## src/rtl/vc_arbiter_pkg.sv

```systemverilog
// Shared definitions for the TLP virtual-channel FIFO bank: controller state
// encodings, destination field position and default FIFO thresholds.
package vc_arbiter_pkg;

  typedef enum logic [3:0] {
    ST_RESET  = 4'b0001,
    ST_INIT   = 4'b0010,
    ST_IDLE   = 4'b0100,
    ST_ACTIVE = 4'b1000
  } arb_state_e;

  localparam int unsigned NUM_VC   = 4;
  localparam int unsigned WORD_W   = 6;
  localparam int unsigned DEST_MSB = WORD_W - 1;
  localparam int unsigned DEST_LSB = WORD_W - 2;

  localparam int unsigned THR_HIGH_DEFAULT = 6;
  localparam int unsigned THR_LOW_DEFAULT  = 1;

  function automatic logic [NUM_VC-1:0] vc_onehot(input logic [1:0] vc);
    return 4'b0001 << vc;
  endfunction

endpackage

```

## src/rtl/vc_arbiter_rr_picker4.sv

```systemverilog
// Four-way round-robin picker: first requester after ptr_i (wrapping back to
// ptr_i itself last) wins; returns one-hot grant plus its index.
module rr_picker4
  import vc_arbiter_pkg::*;
(
  input  logic [3:0] req_i,
  input  logic [1:0] ptr_i,
  output logic [3:0] gnt_o,
  output logic       vld_o,
  output logic [1:0] idx_o
);

  logic [1:0] cand;

  always_comb begin
    gnt_o = '0;
    vld_o = 1'b0;
    idx_o = ptr_i;
    cand  = '0;
    // Offset 4 wraps to 0, so the current pointer holder is scanned last.
    for (int unsigned k = 1; k <= 4; k++) begin
      cand = ptr_i + 2'(k);
      if (!vld_o && req_i[cand]) begin
        vld_o = 1'b1;
        idx_o = cand;
        gnt_o = vc_onehot(cand);
      end
    end
  end

endmodule

```

## src/rtl/vc_arbiter.sv

```systemverilog
// Round-robin mover from the four input VC FIFOs to the four output FIFOs via
// one shared mux/demux; owns the FIFO thresholds and the full-error flags.
module vc_arbiter
  import vc_arbiter_pkg::*;
#(
  parameter int unsigned DW           = WORD_W,
  parameter int unsigned THR_W        = 3,
  parameter int unsigned THR_HIGH_DEF = THR_HIGH_DEFAULT,
  parameter int unsigned THR_LOW_DEF  = THR_LOW_DEFAULT
) (
  input  logic             clk,
  input  logic             reset,
  input  logic             init,
  input  logic [THR_W-1:0] thr_high_in,
  input  logic [THR_W-1:0] thr_low_in,
  input  logic [3:0]       in_empty,
  input  logic [DW-1:0]    in_data0,
  input  logic [DW-1:0]    in_data1,
  input  logic [DW-1:0]    in_data2,
  input  logic [DW-1:0]    in_data3,
  input  logic [3:0]       out_pause,
  input  logic [3:0]       out_full,
  output logic [3:0]       pop,
  output logic [3:0]       push,
  output logic [DW-1:0]    data_out,
  output logic [THR_W-1:0] thr_high,
  output logic [THR_W-1:0] thr_low,
  output logic             idle,
  output logic [3:0]       error_full
);

  arb_state_e       state_q;
  logic [1:0]       ptr_q;
  logic [3:0]       push_q,  push_d;
  logic [DW-1:0]    data_q,  data_d;
  logic [THR_W-1:0] thr_high_q, thr_low_q;
  logic             idle_q;
  logic [3:0]       err_q;

  logic [DW-1:0]    in_word [NUM_VC];
  logic [3:0]       req;
  logic [3:0]       gnt;
  logic             gnt_vld;
  logic [1:0]       gnt_idx;
  logic             any_ready;

  assign in_word[0] = in_data0;
  assign in_word[1] = in_data1;
  assign in_word[2] = in_data2;
  assign in_word[3] = in_data3;

  assign any_ready = (in_empty != '1);

  // Inputs aimed at a paused output drop out of the request set, so they are
  // skipped rather than stalling the other channels.
  always_comb begin
    req = '0;
    for (int unsigned i = 0; i < NUM_VC; i++) begin
      req[i] = (state_q == ST_ACTIVE) && !init && !in_empty[i] &&
               !out_pause[in_word[i][DW-1:DW-2]];
    end
  end

  rr_picker4 u_picker (
    .req_i (req),
    .ptr_i (ptr_q),
    .gnt_o (gnt),
    .vld_o (gnt_vld),
    .idx_o (gnt_idx)
  );

  always_comb begin
    push_d = '0;
    data_d = '0;
    if (gnt_vld) begin
      data_d = in_word[gnt_idx];
      push_d = vc_onehot(in_word[gnt_idx][DW-1:DW-2]);
    end
  end

  always_ff @(posedge clk or negedge reset) begin
    if (!reset) begin
      state_q    <= ST_RESET;
      ptr_q      <= 2'd3;
      push_q     <= '0;
      data_q     <= '0;
      thr_high_q <= THR_W'(THR_HIGH_DEF);
      thr_low_q  <= THR_W'(THR_LOW_DEF);
      idle_q     <= 1'b0;
      err_q      <= '0;
    end else begin
      push_q <= push_d;
      data_q <= data_d;
      err_q  <= err_q | (push_q & out_full);
      if (gnt_vld) begin
        ptr_q <= gnt_idx;
      end
      // idle tracks the next state; push is always zero when entering IDLE.
      unique case (state_q)
        ST_RESET: begin
          state_q <= ST_INIT;
          idle_q  <= 1'b0;
        end
        ST_INIT: begin
          thr_high_q <= thr_high_in;
          thr_low_q  <= thr_low_in;
          err_q      <= '0;
          if (!init) begin
            state_q <= ST_IDLE;
            idle_q  <= 1'b1;
          end else begin
            idle_q  <= 1'b0;
          end
        end
        ST_IDLE: begin
          if (init) begin
            state_q <= ST_INIT;
            idle_q  <= 1'b0;
          end else if (any_ready) begin
            state_q <= ST_ACTIVE;
            idle_q  <= 1'b0;
          end else begin
            idle_q  <= 1'b1;
          end
        end
        ST_ACTIVE: begin
          if (init) begin
            state_q <= ST_INIT;
            idle_q  <= 1'b0;
          end else if (!any_ready && !gnt_vld) begin
            state_q <= ST_IDLE;
            idle_q  <= 1'b1;
          end else begin
            idle_q  <= 1'b0;
          end
        end
        default: begin
          state_q <= ST_RESET;
          idle_q  <= 1'b0;
        end
      endcase
    end
  end

  assign pop        = gnt;
  assign push       = push_q;
  assign data_out   = data_q;
  assign thr_high   = thr_high_q;
  assign thr_low    = thr_low_q;
  assign idle       = idle_q;
  assign error_full = err_q;

endmodule

```

## config.mk

```make
export PLATFORM = sky130hd
export DESIGN_NAME = vc_arbiter
export DESIGN_NICKNAME = d
export VERILOG_FILES = /design/src/rtl/vc_arbiter_pkg.sv /design/src/rtl/vc_arbiter_rr_picker4.sv /design/src/rtl/vc_arbiter.sv
export SDC_FILE = /design/constraint.sdc
export NUM_CORES = 1
export LEC_CHECK = 0
export BUFFER_PORTS_ARGS = -buffer_cell sky130_fd_sc_hd__buf_2
export CORE_UTILIZATION = 38
export CTS_CLUSTER_DIAMETER = 40
export DETAILED_ROUTE_END_ITERATION = 16
export PLACE_DENSITY = 0.66
export SETUP_SLACK_MARGIN = 0.4
export SLEW_MARGIN = 20
export SYNTH_ARGS = -nofsm -noshare
export SYNTH_HDL_FRONTEND = slang
export SYNTH_SLANG_ARGS = --single-unit
```

## constraint.sdc

```tcl
create_clock -name clk -period 5.3 [get_ports clk]
set_clock_uncertainty 0.15 [all_clocks]
set_input_delay 0.795 -clock clk [delete_from_list [all_inputs] [get_ports clk]]
set_output_delay 0.795 -clock clk [all_outputs]
set_load 0.02 [all_outputs]
```

# Word-level counts from Yosys, hierarchy flattened
# Index checks and enable logic that the tools add are counted.
# classes
n_lt_le_gt_ge	9
n_mux	46
n_shift	5
add_sub_neg	3
bitwise	3
reduce_logical	28
n_eq_ne	8
# op_table
op	n
$mux 4	11
$lt 2x3->1 const B	8
$shl 1x2->4 const A	5
$mux 6	3
$mux 1	17
$bmux 1 s2	8
$pmux 4 s4	1
$logic_not 1->1	14
$logic_and 1x1->1	13
$bmux 6 s2	1
$mux 2	4
$add 2x2->2 const B	2
$and 4x4->4	1
$eq 4x1->1 const B	1
$eq 4x2->1 const B	1
$eq 4x3->1 const B	1
$eq 4x4->1 const B	1
$ne 4x4->1 const B	1
$or 4x4->4	1
$ge 3x3->1 const B	1
$ne 3x2->1 const B	1
$ne 3x3->1 const B	1
$not 2->3	1
$pmux 1 s3	1
other kinds (3)	3
# totals
inputBits	45
register_bits	27
out_inout_bits	25

# Logic depth before layout (Yosys ltp)
# depth
depth_word	22
ltp_mapped	11
ltp_nobuf	8

# Modules after synthesis
# Synthesis repeated with hierarchy kept, for this count alone.
# unflattened
hier_cells	150
hier_area_um2	1795.5
# modules_own_cells
module	area_each_um2	seq_area_each_um2	instances	cells_per_inst
vc_arbiter	1312.5	683.2	1	92
rr_picker4	483.0	0.0	1	58

# Least setup slack after synthesis
# No wires, ideal clock.
# synth_timing
path_kind	input port to output port
start	in in_data0[4]
end	out pop[0]
required_time_ns	4.355
slack_ns	1.683
path_buffers	1
t_arrival_ns	2.672
cell_stages	8
path_cell_list	buf_2 -> mux2i_1 -> a22oi_1 -> mux2i_1 -> a22oi_1 -> o21ai_0 -> or3_1 -> mux2_2
# synth_via
elab_chain_len	16
word_cells_on_any_way	25
# synth_lines
element	line_no	source
start, declared	vc_arbiter.sv:17	input logic [DW-1:0] in_data0,
$bmux 1 s2 *	vc_arbiter.sv:60	!out_pause[in_word[i][DW-1:DW-2]];
$mux 1 (implied by the code) *	vc_arbiter.sv:60	
$logic_not 1->1 *	vc_arbiter.sv:60	
$logic_and 1x1->1 *	vc_arbiter.sv:59	req[i] = (state_q == ST_ACTIVE) && !init && !in_empty[i] &&
$bmux 1 s2	vc_arbiter_rr_picker4.sv:23	if (!vld_o && req_i[cand]) begin
$mux 1 (implied by the code)	vc_arbiter_rr_picker4.sv:23	
$mux 1	vc_arbiter_rr_picker4.sv:23	
$logic_not 1->1	vc_arbiter_rr_picker4.sv:23	
$logic_and 1x1->1	vc_arbiter_rr_picker4.sv:23	
$mux 1	vc_arbiter_rr_picker4.sv:23	
$logic_not 1->1	vc_arbiter_rr_picker4.sv:23	
$logic_and 1x1->1	vc_arbiter_rr_picker4.sv:23	
$mux 1	vc_arbiter_rr_picker4.sv:23	
$logic_not 1->1	vc_arbiter_rr_picker4.sv:23	
$logic_and 1x1->1	vc_arbiter_rr_picker4.sv:23	
$mux 4 *	vc_arbiter_rr_picker4.sv:23	
end, declared	vc_arbiter.sv:23	output logic [3:0] pop,
# Mark *: on every way between the ends. The rest lies on a longest branch, timed or not. The select of a mux whose other input is x is not followed.

# Worst setup path in the final report
# layout_timing
start	reg ptr_q[0]
end	out pop[2]
# layout_via
elab_chain_len	13
word_cells_on_any_way	28
# layout_lines
element	line_no	source
start, declared	vc_arbiter.sv:33	logic [1:0] ptr_q;
start signal, assigned	vc_arbiter.sv:96	ptr_q <= gnt_idx;
$add 2x1->2	vc_arbiter_rr_picker4.sv:22	cand = ptr_i + 2'(k);
$bmux 1 s2	vc_arbiter_rr_picker4.sv:23	
$mux 1 (implied by the code)	vc_arbiter_rr_picker4.sv:23	
$mux 1	vc_arbiter_rr_picker4.sv:23	
$logic_not 1->1	vc_arbiter_rr_picker4.sv:23	
$logic_and 1x1->1	vc_arbiter_rr_picker4.sv:23	
$mux 1	vc_arbiter_rr_picker4.sv:23	
$logic_not 1->1	vc_arbiter_rr_picker4.sv:23	
$logic_and 1x1->1	vc_arbiter_rr_picker4.sv:23	
$mux 1	vc_arbiter_rr_picker4.sv:23	
$logic_not 1->1	vc_arbiter_rr_picker4.sv:23	
$logic_and 1x1->1	vc_arbiter_rr_picker4.sv:23	
$mux 4 *	vc_arbiter_rr_picker4.sv:23	
# Marks and branches as above.

==> reports/metrics.yaml <==
finish:
  insertedDiodeCount: 0
  utilization_pct: 49.00
  final_nets: 313
  drive_gt1_share_pct: 39.92
  area_growth_pct: 20.34
yosys:
  synth_edf_count: 0
  syn_nets: 250
  ys_top_cells_by_count: "24 x mux2i_1, 22 x nor2_1, 21 x dfrtp_1"
  avgSynthCellArea_sq_um: 9.885
  ys_warn_count: 0
  synth_most_common_cell: "mux2i_1"
  synth_area_sq_um: 1987
  ys_ff_latch: 27
  yosysTopAreaCellShare_pct: 26.45
  yosys.area.top_type: "dfrtp_1"
  syn_inst: 201
  ys_seq_area_share_pct: 34.38
  async_reset_ff_share_pct: 100.0
  synthFlopType: "dfrtp_1"
  ys_types: 46
  synth_area_leaders: "dfrtp_1 26%, mux2i_1 12%, dfstp_2 7.9%, mux2_2 5.7%, mux4_2 5.7%"
global_routing:
  antenna_found_initial: 0
  grt_pass1_wl_mm: 6.741
  grtUsageTotal_pct: 15.45
  grt_pass1_vias: 1544
  overflow: 0
  grt_max_degree: 28
worst_setup_path:
  critPathSlowestCell: "dfstp_2"
  cp-end-kind: "output pin"
  crit_fanout: 11
  crit_family: "flip-flops"
  worst-path-buf-inv: 2
  setup.worst_path.class: "flop to output pin"
  worst_setup_path_start_kind: "flop"
  crit_arrival_ns: 3.10
  worstPathCellList: "inv_1 > ha_1 > or3b_2 > a31oi_1 > nand3_1 > o221ai_1 > mux2_2 > buf_2"
  slowest_delay_ns: 0.68
  cp.required_ns: 4.36
timing:
  tns_ns: 0
  finalSetupViolCount: 0
  hold_viol_final: 0
  fin_crit_sh_pct: 76.37
  fin_crit_ns: 4.048
  rsz0062_at_grt: "false"
  worst_pin_slew_ns: 0.7176
  fmax_ghz: 0.2471
  finalMaxSlewViolations: 0
  slew_headroom_pct: 51.65
clock_network:
  clockBufferDepth: 2
  root_buffer: "clkbuf_8"
  cts.clk_slew.worst_paths_ns: 0.09
  numCtsBuffers: 3
  cts_resized: 0
  hold_buffers: 0
  cts_htree_levels: 1
  clock_latency_ns: 0.27
  cts_tree: "yes"
  clock-sinks: 27
  post_cts_buffers: 0
routing:
  drtAntennaViolNets: 0
  dr.pass1.iters: 4
  drcViolationCount: 0
  route.met2.wl_mm: 1.877
  routed.top_layer: "met4"
  totalWireLength_mm: 4.080
  wl_met3_um: 136
  wl_per_cell_um: 12.36
  dr_total_vias: 1695
  drtIter0Drc: 85
  vias_per_cell: 5.136
  wl_met1_mm: 2.046
die:
  die_w_um: 74.31
  initial_core_util_pct: 40.72
  io_pins: 70
  row_count: 25
  die_y_um: 74.31
  core_area_sq_um: 4880
  dieArea_sq_um: 5522
worst_hold_path:
  hold_path_class: "flop to flop"
place:
  io_buffers: 69
  gp_congestion: 0.8353
  dp_hpwl_mm: 3.274
pwr:
  power_density_nw_per_um2: 333.7
  ir_worst_vdd_uv: 139.7
  p_leak_uw: 0.001151
run_status:
  status: "finished clean"
flow_run:
  maxCapViolCount: 0
## worst paths after layout
kind | from | to | cells past startpoint | slack (ns)
worst min register to register | error_full[0]$_DFF_PN0_ | error_full[0]$_DFF_PN0_ | 2 | 0.35
worst max register to register | ptr_q[0]$_DFFE_PN1N_ | push[0]$_DFF_PN0_ | 8 | 1.70
worst max-delay path | ptr_q[0]$_DFFE_PN1N_ | pop[2] | 8 | 1.25
worst min-delay path | error_full[0]$_DFF_PN0_ | error_full[0]$_DFF_PN0_ | 2 | 0.35
min in group asynchronous | reset | data_out[0]$_DFF_PN0_ | 1 | 0.36
max in group asynchronous | reset | state_q[0]$_DFFE_PN1P_ | 1 | 4.27
## registers in the layout, summed over array words and instances (netlist names)
| signal | flops |
|---|---|
| push | 4 |
| thr_low | 3 |
| ptr_q | 2 |
| error_full | 4 |
| data_out | 6 |
| idle | 1 |
| state_q | 4 |
| thr_high | 3 |
## power breakdown
group / internal (uW) / switching, uW
Combinational: 173 / 198
Clock: 53.2 / 60.9
Sequential: 264 / 49.2
## cells in the final DEF, fill, tap and decap left out, types with 3 or more instances in the layout
| cell type | n |
|---|---|
| buf_2 | 69 |
| inv_1 | 7 |
| nor3_1 | 7 |
| mux2i_1 | 24 |
| nand2b_1 | 8 |
| nand2_1 | 11 |
| mux2_2 | 10 |
| o22ai_1 | 6 |
| nor2b_1 | 5 |
| nor2_1 | 22 |
| mux4_2 | 5 |
| o221ai_1 | 4 |
| nand3_1 | 3 |
| ha_1 | 4 |
| clkbuf_8 | 3 |
| a22oi_1 | 5 |
| dfrtp_1 | 21 |
| a21oi_1 | 7 |
| o21ai_0 | 8 |
| dfstp_2 | 6 |
## area by class of cell
cell class / count / area [sq um]
fillers: 493 / 2489
multi-input cells: 154 / 1192
flip-flops and latches: 27 / 683.2
repair buffers: 70 / 352.8
well taps: 67 / 83.83
clock buffers: 3 / 41.29
inverters: 8 / 30.03
clock inverters: 1 / 7.507
## tightest hold or removal path: cells and delay by family (launching register included)
kind / cells / cell delay [ns]
simple gates: 1 / 0.07
flops: 1 / 0.34
compound gates: 1 / 0.04
## metal layers
layer	track usage, %	vias to the layer above
met5	0	-
met4	2.516	0
met3	1.220	2
met2	26.46	46
met1	21.79	792
li1	-	855
## logic make-up (layout without fill, tap and decap cells)
logic type	Yosys count	after routing	share of synthesized area (%)
mux	39	39	23.43
fa+ha+maj	4	4	2.519
xor+xnor	2	2	1.826
simple gates	69	69	17.89
flops	27	27	34.38
compound gates	40	40	14.04
buf+inv	20	82	5.919
## stage by stage
stage | hold slack, ns | total power, uW | setup slack (ns) | cell area (sq um) | std cells
after floorplan | 0.3494 | 611.4 | 1.683 | 1987 | 201
after global placement | 0.3233 | 687.5 | 1.368 | 2342 | 326
after detailed placement | 0.3294 | 692.8 | 1.334 | 2342 | 326
after CTS | 0.3521 | 808.0 | 1.274 | 2391 | 330
after global routing | 0.3652 | 862.6 | 1.111 | 2391 | 330
final | 0.3459 | 797.9 | 1.252 | 2391 | 330
Power figures use the tool's default switching activity.
